==> config.mk <==
export PLATFORM = sky130hd
export DESIGN_NAME = seq_multiplier_4bit
export DESIGN_NICKNAME = d
export VERILOG_FILES = /design/src/rtl/seq_multiplier_4bit.sv
export SDC_FILE = /design/constraint.sdc
export NUM_CORES = 1
export LEC_CHECK = 0
export ABC_CLOCK_PERIOD_IN_PS = 4000
export CORE_MARGIN = 4
export CORE_UTILIZATION = 40
export CTS_BUF_LIST = sky130_fd_sc_hd__clkbuf_2 sky130_fd_sc_hd__clkbuf_4 sky130_fd_sc_hd__clkbuf_8
export CTS_CLUSTER_SIZE = 30
export DETAILED_ROUTE_END_ITERATION = 16
export GPL_TIMING_DRIVEN = 0
export PLACE_DENSITY = 0.74
export SLEW_MARGIN = 20
export SYNTH_ARGS = -nofsm -noshare
export SYNTH_HDL_FRONTEND = slang
export SYNTH_HIERARCHICAL = 1
export SYNTH_SLANG_ARGS = --single-unit
==> constraint.sdc <==
create_clock -name clk -period 4 [get_ports clk]
set_input_delay 0.4 -clock clk [delete_from_list [all_inputs] [get_ports clk]]
set_output_delay 0.4 -clock clk [all_outputs]
set_load 0.02 [all_outputs]
==> src/rtl/seq_multiplier_4bit.sv <==
// Unsigned 4x4 shift-and-add multiplier with a start/done handshake.
// One four_bit_adder forms the only add path; each RUN cycle adds and shifts once.

module four_bit_adder (
    input  logic [3:0] input_1,
    input  logic [3:0] input_2,
    input  logic       c_in,
    output logic [3:0] sum,
    output logic [4:0] carry
);

    // Ripple chain: carry[0] is the incoming carry, carry[4] the carry-out.
    always_comb begin
        logic [4:0] c;
        c    = '0;
        sum  = '0;
        c[0] = c_in;
        for (int i = 0; i < 4; i++) begin
            sum[i]   = input_1[i] ^ input_2[i] ^ c[i];
            c[i + 1] = (input_1[i] & input_2[i]) | (c[i] & (input_1[i] ^ input_2[i]));
        end
        carry = c;
    end

endmodule

module seq_multiplier_4bit (
    input  logic       clk,
    input  logic       rst,
    input  logic       start,
    input  logic [3:0] input_1,
    input  logic [3:0] input_2,
    output logic       busy,
    output logic       done,
    output logic [7:0] product
);

    typedef enum logic [1:0] {
        IDLE = 2'd0,
        RUN  = 2'd1,
        DONE = 2'd2
    } state_t;

    state_t     state;
    state_t     state_next;

    logic [3:0] a;
    logic [3:0] acc;
    logic [3:0] q;
    logic [1:0] cnt;

    logic [3:0] addend;
    logic [3:0] sum;
    logic [4:0] carry;
    logic       c;
    logic       unused_carry;

    assign addend       = q[0] ? a : 4'b0000;
    assign c            = carry[4];
    assign unused_carry = ^carry[3:0];

    four_bit_adder adder (
        .input_1 (acc),
        .input_2 (addend),
        .c_in    (1'b0),
        .sum     (sum),
        .carry   (carry)
    );

    // Next state and status flags, decoded purely from the registered state.
    always_comb begin
        state_next = state;
        busy       = 1'b0;
        done       = 1'b0;
        case (state)
            IDLE: begin
                if (start) begin
                    state_next = RUN;
                end
            end
            RUN: begin
                busy = 1'b1;
                if (cnt == 2'd3) begin
                    state_next = DONE;
                end
            end
            DONE: begin
                done       = 1'b1;
                state_next = IDLE;
            end
            default: begin
                state_next = IDLE;
            end
        endcase
    end

    // The carry-out becomes the new ACC MSB, so {ACC,Q} shifts right as one 9-bit value.
    always_ff @(posedge clk) begin
        if (rst) begin
            state   <= IDLE;
            a       <= '0;
            acc     <= '0;
            q       <= '0;
            cnt     <= '0;
            product <= '0;
        end else begin
            state <= state_next;
            case (state)
                IDLE: begin
                    if (start) begin
                        a   <= input_1;
                        q   <= input_2;
                        acc <= '0;
                        cnt <= '0;
                    end
                end
                RUN: begin
                    acc <= {c, sum[3:1]};
                    q   <= {sum[0], q[3:1]};
                    cnt <= cnt + 2'd1;
                    if (cnt == 2'd3) begin
                        product <= {c, sum[3:1], sum[0], q[3:1]};
                    end
                end
                default: begin
                end
            endcase
        end
    end

endmodule

-- Word level (Yosys, flattened, before mapping)
Index checks and enable logic that the tools add are counted.
- word-level logic and storage cells: 47
- output and inout bits: 10
- bits in registers: 24
- reduce and logical (&&, ||, !) cells: 6
- equality and inequality tests: 5
- mux-type cells: 12
- add/subtract/negate cells: 1
- bitwise operators: 17
- operator list (operator ; count):
    4-bit one-hot mux with 2 select lines ; 2
    4-bit 2-to-1 mux ; 3
    2-bit one-hot mux with 2 select lines ; 2
    2-bit AND reduction ; 4
    1-bit bitwise AND ; 7
    1-bit bitwise XOR ; 7
    2-bit 2-to-1 mux ; 3
    2-bit == test (second input constant) ; 2
    2-bit != test (second input constant) ; 2
    1-bit OR ; 3
    2-bit by 1-bit adder with 2-bit output (second input constant) ; 1
    2-bit by 1-bit == test with 1-bit output (second input constant) ; 1
    2-bit zero test ; 1
    1-bit 2-to-1 mux ; 2
    2-bit nonzero test ; 1

-- Depth between registers and ports, before layout
Gate-level depths: netlist of run 1.
- depth after elaboration: 9
- mapped depth: 7

-- Hierarchy
Netlist of run 1, hierarchy kept.
- by module, submodules not included (module ; times used ; cells an instance ; area each (um^2)):
    seq_multiplier_4bit ; 1 ; 112 ; 1002.2
    four_bit_adder ; 1 ; 5 ; 87.6

-- Worst setup path after synthesis of run 1
OpenSTA, ideal clock, no wires.
- kind: reg2reg
- from: reg q[0]
- to: reg acc[2]
- cell stages (with the launch flop): 8
- slack: 1594 ps
- period minus slack after synthesis: 2406 ps
- required time: 3872 ps
- arrival time: 2278 ps
- library setup time: 128 ps
- cells stage by stage: dfxtp_1 -> and2_1 -> fa_1 -> fa_1 -> fa_1 -> fa_1 -> a22oi_1 -> nor2_1
- cells in the longest elaborated chain, start to end: 8
- elaborated cells between the ends (all ways): 13
- ends and longest elaborated chain (element ; RTL line ; RTL):
    from (decl) ; 49 ; logic [3:0] q;
    from (signal assigned) ; 112 ; q <= input_2;
    from (signal assigned) ; 119 ; q <= {sum[0], q[3:1]};
    4-bit 2-to-1 mux ; 58 ; assign addend = q[0] ? a : 4'b0000;
    via addend[0] ; 52 ; logic [3:0] addend;
    1-bit bitwise AND ; 20 ; c[i + 1] = (input_1[i] & input_2[i]) | (c[i] & (input_1[i] ^ input_2[i]));
    via carry[1] ; 54 ; logic [4:0] carry;
    1-bit bitwise AND ; 20 ;
    1-bit OR ; 20 ;
    via carry[2] ; 54 ;
    1-bit bitwise AND ; 20 ;
    1-bit OR ; 20 ;
    via carry[3] ; 54 ;
    1-bit bitwise XOR ; 19 ; sum[i] = input_1[i] ^ input_2[i] ^ c[i];
    via sum[3] ; 53 ; logic [3:0] sum;
    4-bit one-hot mux with 2 select lines ; 108 ; case (state)
    to (signal assigned) ; 118 ; acc <= {c, sum[3:1]};
    to (decl) ; 48 ; logic [3:0] acc;
The timed path passes the listed nets, and every way through them passes these cells.
A chain may end at the register's enable or synchronous reset.

-- Final worst setup path of run 1
Ends and elaborated chain as after synthesis.

==> reports/metrics.yaml, run 1 <==
run_status:
  status: "complete, no violations"
die:
  core_um2: 2520
  die_height_um: 60.0
  die_area_um2: 3600
  rows: 18
  start_util: 0.429
  die_width_um: 60.0
  ioPinCount: 21
worst_setup_path:
  crit_fanout: 6
  cp_common_cell: "fa_1"
  arrival_ps: 2790
  crit_required_ps: 4210
  end_kind: "register"
  worstRegToRegCells: 7
  max_stage_delay_ps: 490
  worst_setup_path_start_kind: "register"
  rrSetupSlack_ps: 1420
  crit_buf_inv: 0
  criticalPathCategory: "reg2reg"
  rr_startpoint: "q[0]$_SDFFE_PP0P_"
  path_cells: "and2_1 > fa_1 > fa_1 > fa_1 > fa_1 > a22oi_1 > nor2_1"
  reg2reg_to: "acc[2]$_SDFFE_PP0P_"
  cp_top_family: "adder cells"
  slowest_stage: "fa_1"
place:
  hpwl_mm: 1.65
  gp_congestion: 0.785
  pre_cts_ws_ps: 1460
  port_buffers: 20
  dpl.cell_count: 166
final_layout:
  drive_gt1_frac: 0.100
  layoutNonFillerInstCount: 170
  nets: 157
  final_core_util: 0.538
  layout_common_cells: "dfxtp_1 (24), clkdlybuf4s50_1 (20), a21oi_1 (15), nand2_1 (12), nor2_1 (11)"
  regArea_um2: 480
  layout_commonest_cell: "dfxtp_1"
  fillers: 257
  multiInputGateArea_um2: 533
  antenna_cells: 0
  area_delta_synth_final_pct: 25.3
drt:
  route.antenna.remaining_nets: 0
  vias_per_cell: 5.17
  drcViolationCount: 0
  vias: 879
  routed_wl_mm: 2.18
  wire_per_inst_um: 12.8
  first_pass_iters: 4
  drt_iter0_markers: 25
synthesis:
  synth_area_um2: 1080
  synth_nets: 132
  avgSynthCellArea_um2: 9.33
  synth_cells: 116
  yosysWarnings: 6
timing:
  drv_slew: 0
  period_needed_ps: 2580
  setup_tns_ps: 0
  worst_slack_ps: 1420
  finClkSkew_ps: 4.11
  finalHoldViolations: 0
  rsz0062_at_grt: "false"
  timing.hold.ws_ps: 465
  max_freq_ghz: 0.387
  setup_viol: 0
  fin_crit_sh: 0.646
cts:
  clock_latency_ps: 310
  cts_buffers: 3
  cts_sinks: 24
  cts-root-buf: "clkbuf_4"
  clk_pin_slew_worst_paths_ps: 130
  cts_tree: "done"
  htreeDepth: 1
  ctsLongestPathBuffers: 2
  hold_buffers: 0
  cts-resized-gates: 0
  cts_setup_buffers: 0
power:
  pwr_density_cell_nw_per_um2: 320
  peakVddDrop_uv: 178
  p_leak_uw: 0.000515
grt:
  grt_remaining_overflow: 0
  antenna_found_initial: 0
  first_global_vias: 883
  groute.usage.overall: 0.143
  grt_max_degree: 14
  grt_pass1_wl_mm: 3.87
min_path:
  worstHoldEndpoint: "product[3]$_SDFFE_PP0P_"
  hold_class: "reg2reg"
  hold_path_depth: 2
  min-delay-start: "product[3]$_SDFFE_PP0P_"
job:
  cap_viol_max_count: 0
routing by layer:
metal  share of wire  track usage  vias to the layer above
met2            0.48        0.239                       29
met3           0.062       0.0324                        4
met4           0.011       0.0570                        0
met1            0.45        0.177                      403
met5               0            0                        -
li1                -            -                      443
cell type report:
type                       count  share of cell area
buffer                         7              0.0397
clock buffer                   4              0.0268
inverter                       4              0.0111
multi-input combinational     81               0.393
sequential                    24               0.354
tap                           30              0.0277
timing repair buffer          20               0.148
power by group:
part,switching [µW],internal (µW)
Sequential,6.32,247
Combinational,25.9,26.8
Clock,72.2,55.6
Total,104,330
worst register-to-register path, cell delays in order (launching register included):
cell and delay [ps]:
dfxtp_1 360, and2_1 180, fa_1 410, fa_1 390, fa_1 390, fa_1 490, a22oi_1 200, nor2_1 60
worst max-delay path by stage:
stage	startpoint	end	slack [ps]	cells past startpoint
after global routing	q[0]$_SDFFE_PP0P_	acc[2]$_SDFFE_PP0P_	1310	7
final	q[0]$_SDFFE_PP0P_	acc[2]$_SDFFE_PP0P_	1420	7
after detailed placement	q[0]$_SDFFE_PP0P_	acc[2]$_SDFFE_PP0P_	1460	7
after global placement	q[0]$_SDFFE_PP0P_	acc[2]$_SDFFE_PP0P_	1490	7
after CTS	q[0]$_SDFFE_PP0P_	acc[2]$_SDFFE_PP0P_	1400	7
after floorplan	q[0]$_SDFFE_PP0P_	acc[2]$_SDFFE_PP0P_	1590	7
flip-flops by register name (all words and copies together), names as in the netlist:
| signal | flops |
|---|---|
| a | 4 |
| q | 4 |
| acc | 4 |
| state | 2 |
| product | 8 |
| cnt | 2 |
per-stage QoR:
step | total power [µW] | area [µm²]
final | 434 | 1360
after global routing | 454 | 1360
after CTS | 439 | 1360
after detailed placement | 312 | 1320
after global placement | 310 | 1320
after floorplan | 290 | 1080
Power figures use the tool's default switching activity.
==> inputs of run 2 (changes only) <==
ABC_CLOCK_PERIOD_IN_PS = 2200   (was 4000)
PLACE_DENSITY = 0.77   (was 0.74)
clock period = 2.2 ns   (was 4 ns; I/O delays follow)
==> reports/metrics.yaml, run 2 (synthesis gave the netlist of run 1 again) <==
final_layout:
  top_register: "product"
  fillers: 255  # -0.78%
  drive_gt1_frac: 0.149  # +0.0489
  layout_common_cells: "dfxtp_1 (22), clkdlybuf4s50_1 (20), a21oi_1 (15), nand2_1 (12), nor2_1 (11)"
  largest_reg_flops: 8  # unchanged
  nets: 158  # +0.64%
  regArea_um2: 485  # +1.0%
  multiInputGateArea_um2: 543  # +1.9%
  layout_commonest_cell: "dfxtp_1"
  antenna_cells: 0  # unchanged
  area_delta_synth_final_pct: 27.4
  final_core_util: 0.547  # +0.00893
power:
  p_sw_uw: 194  # +85%
  swShare: 0.243  # +0.00260
  peakVddDrop_uv: 365  # +110%
  power_uw: 795  # +83%
  pwr_density_cell_nw_per_um2: 577  # +80%
  intPower_uw: 602  # +83%
  p_clk_frac: 0.294  # about the same
  p_seq_frac: 0.578  # -0.006
  p_leak_uw: 0.000516  # +0.21%
  combPwrFrac: 0.128  # +0.007
place:
  hpwl_mm: 1.63  # -0.80%
  port_buffers: 20  # unchanged
  gp_congestion: 0.830  # +5.8%
worst_setup_path:
  end_kind: "register"
  crit_fanout: 2  # -4
  slowest_stage: "fa_1"
  crit_buf_inv: 0  # unchanged
  cp_top_family: "adder cells"
  arrival_ps: 2550  # -240 ps
  worst_setup_path_start_kind: "register"
  cp_common_cell: "fa_2"
  max_stage_delay_ps: 470  # -20 ps
  crit_required_ps: 2400  # -1810 ps
  criticalPathCategory: "reg2reg"
  path_cells: "and2_4 > fa_2 > fa_2 > fa_2 > fa_1 > a22oi_1 > nor2_1"
job:
  cap_viol_max_count: 0  # unchanged
timing:
  drv_slew: 0  # unchanged
  worst_slack_ps: -150  # -1570 ps
  fin_crit_sh: 1.07  # +0.422
  period_needed_ps: 2350  # -234 ps
  setup_viol: 4  # +4
  max_freq_ghz: 0.426  # +9.9%
  rsz0062_at_grt: "true"
  finClkSkew_ps: 9.77  # +5.65 ps
  finalHoldViolations: 0  # unchanged
drt:
  drcViolationCount: 0  # unchanged
  first_pass_iters: 4  # unchanged
  routed_wl_mm: 2.18  # unchanged
  vias: 890  # +1.3%
  wire_per_inst_um: 12.8  # -0.58%
  drt_iter0_markers: 19  # -24%
  vias_per_cell: 5.20  # +0.66%
  route.antenna.remaining_nets: 0  # unchanged
die:
  die_height_um: 60.0  # unchanged
  die_area_um2: 3600  # unchanged
  ioPinCount: 21  # unchanged
  core_um2: 2520  # unchanged
  start_util: 0.429  # unchanged
  rows: 18  # unchanged
  die_width_um: 60.0  # unchanged
run_status:
  violations: "setup timing"
  status: "complete, but fails checks"
grt:
  grt_pass1_wl_mm: 3.56  # -8.0%
  antenna_found_initial: 0  # unchanged
  first_global_vias: 834  # -5.5%
  grt_remaining_overflow: 0  # unchanged
  grt_max_degree: 14  # unchanged
  groute.usage.overall: 0.132  # -0.0115
cts:
  clk_pin_slew_worst_paths_ps: 140  # about the same
  clock_latency_ps: 320  # about the same
  ctsLongestPathBuffers: 2  # unchanged
  cts-root-buf: "clkbuf_4"
  cts_tree: "done"
  htreeDepth: 1  # unchanged
  cts_sinks: 24  # unchanged
  cts_buffers: 3  # unchanged
min_path:
  hold_class: "in2reg"
## run 2: cell types whose count changed in the layout (fill, tap and decap cells not counted)
| cell | before | now |
|---|---|---|
| and2_4 | 0 | 1 |
| buf_4 | 1 | 2 |
| dfxtp_1 | 24 | 22 |
| fa_2 | 0 | 3 |
| fa_1 | 4 | 1 |
| dfxtp_2 | 0 | 1 |
| and2_1 | 4 | 3 |
| dfxtp_4 | 0 | 1 |
## run 2: layout make-up
type | count | share of cell area
multi-input cells | 81 | 0.394
flip-flops and latches | 24 | 0.352
repair buffers | 21 | 0.151
plain buffers | 7 | 0.0390
well taps | 30 | 0.0272
clock buffers | 4 | 0.0263
inverters | 4 | 0.0109
## run 2: power by group through the flow
stage	Sequential, µW	Combinational (µW)	Clock [µW]
after floorplan	468	60.9	0
after global placement	470	93.9	0
after detailed placement	471	97.0	0
after CTS	460	101	238
after global routing	462	112	252
final	460	101	234
## run 2: layer usage
metal	global-route usage	part of all wire
met1	0.156	0.43
met2	0.231	0.49
met3	0.0281	0.073
met4	0.0475	0.0078
met5	0	0
## run 2: repair_timing
item	CTS	global route
gates cloned	0	0
pin swaps	6	1
setup buffers	1	0
setup endpoints to repair	4	4
endpoints found under the hold margin	0	0
hold buffers	0	0
gates resized for setup	2	0
## run 2: worst paths after layout
| check | start | endpoint | slack [ps] | cells past startpoint |
|---|---|---|---|---|
| worst min register to register | product[2]$_SDFFE_PP0P_ | product[2]$_SDFFE_PP0P_ | 460 | 2 |
| worst min-delay path | input_1[0] | a[0]$_SDFFE_PP0P_ | 430 | 3 |
| worst max register to register | q[0]$_SDFFE_PP0P_ | acc[2]$_SDFFE_PP0P_ | -150 | 7 |
| worst max-delay path | q[0]$_SDFFE_PP0P_ | acc[2]$_SDFFE_PP0P_ | -150 | 7 |
## run 2: through the flow
stage | setup TNS (ps) | area [µm²] | worst slack [ps] | std cells | hold WS (ps)
6_report | -368 | 1380 | -150 | 171 | 426
3_5_place_dp | -756 | 1330 | -265 | 166 | 450
2_1_floorplan | -49.1 | 1090 | -49.1 | 116 | 293
5_1_grt | -660 | 1380 | -230 | 171 | 418
3_3_place_gp | -613 | 1330 | -221 | 166 | 444
4_1_cts | -411 | 1380 | -159 | 171 | 426
## run 2: tightest hold or removal path: stages
cell and delay, ps:
clkdlybuf4s50_1 390, nand2_1 50, a21oi_1 50
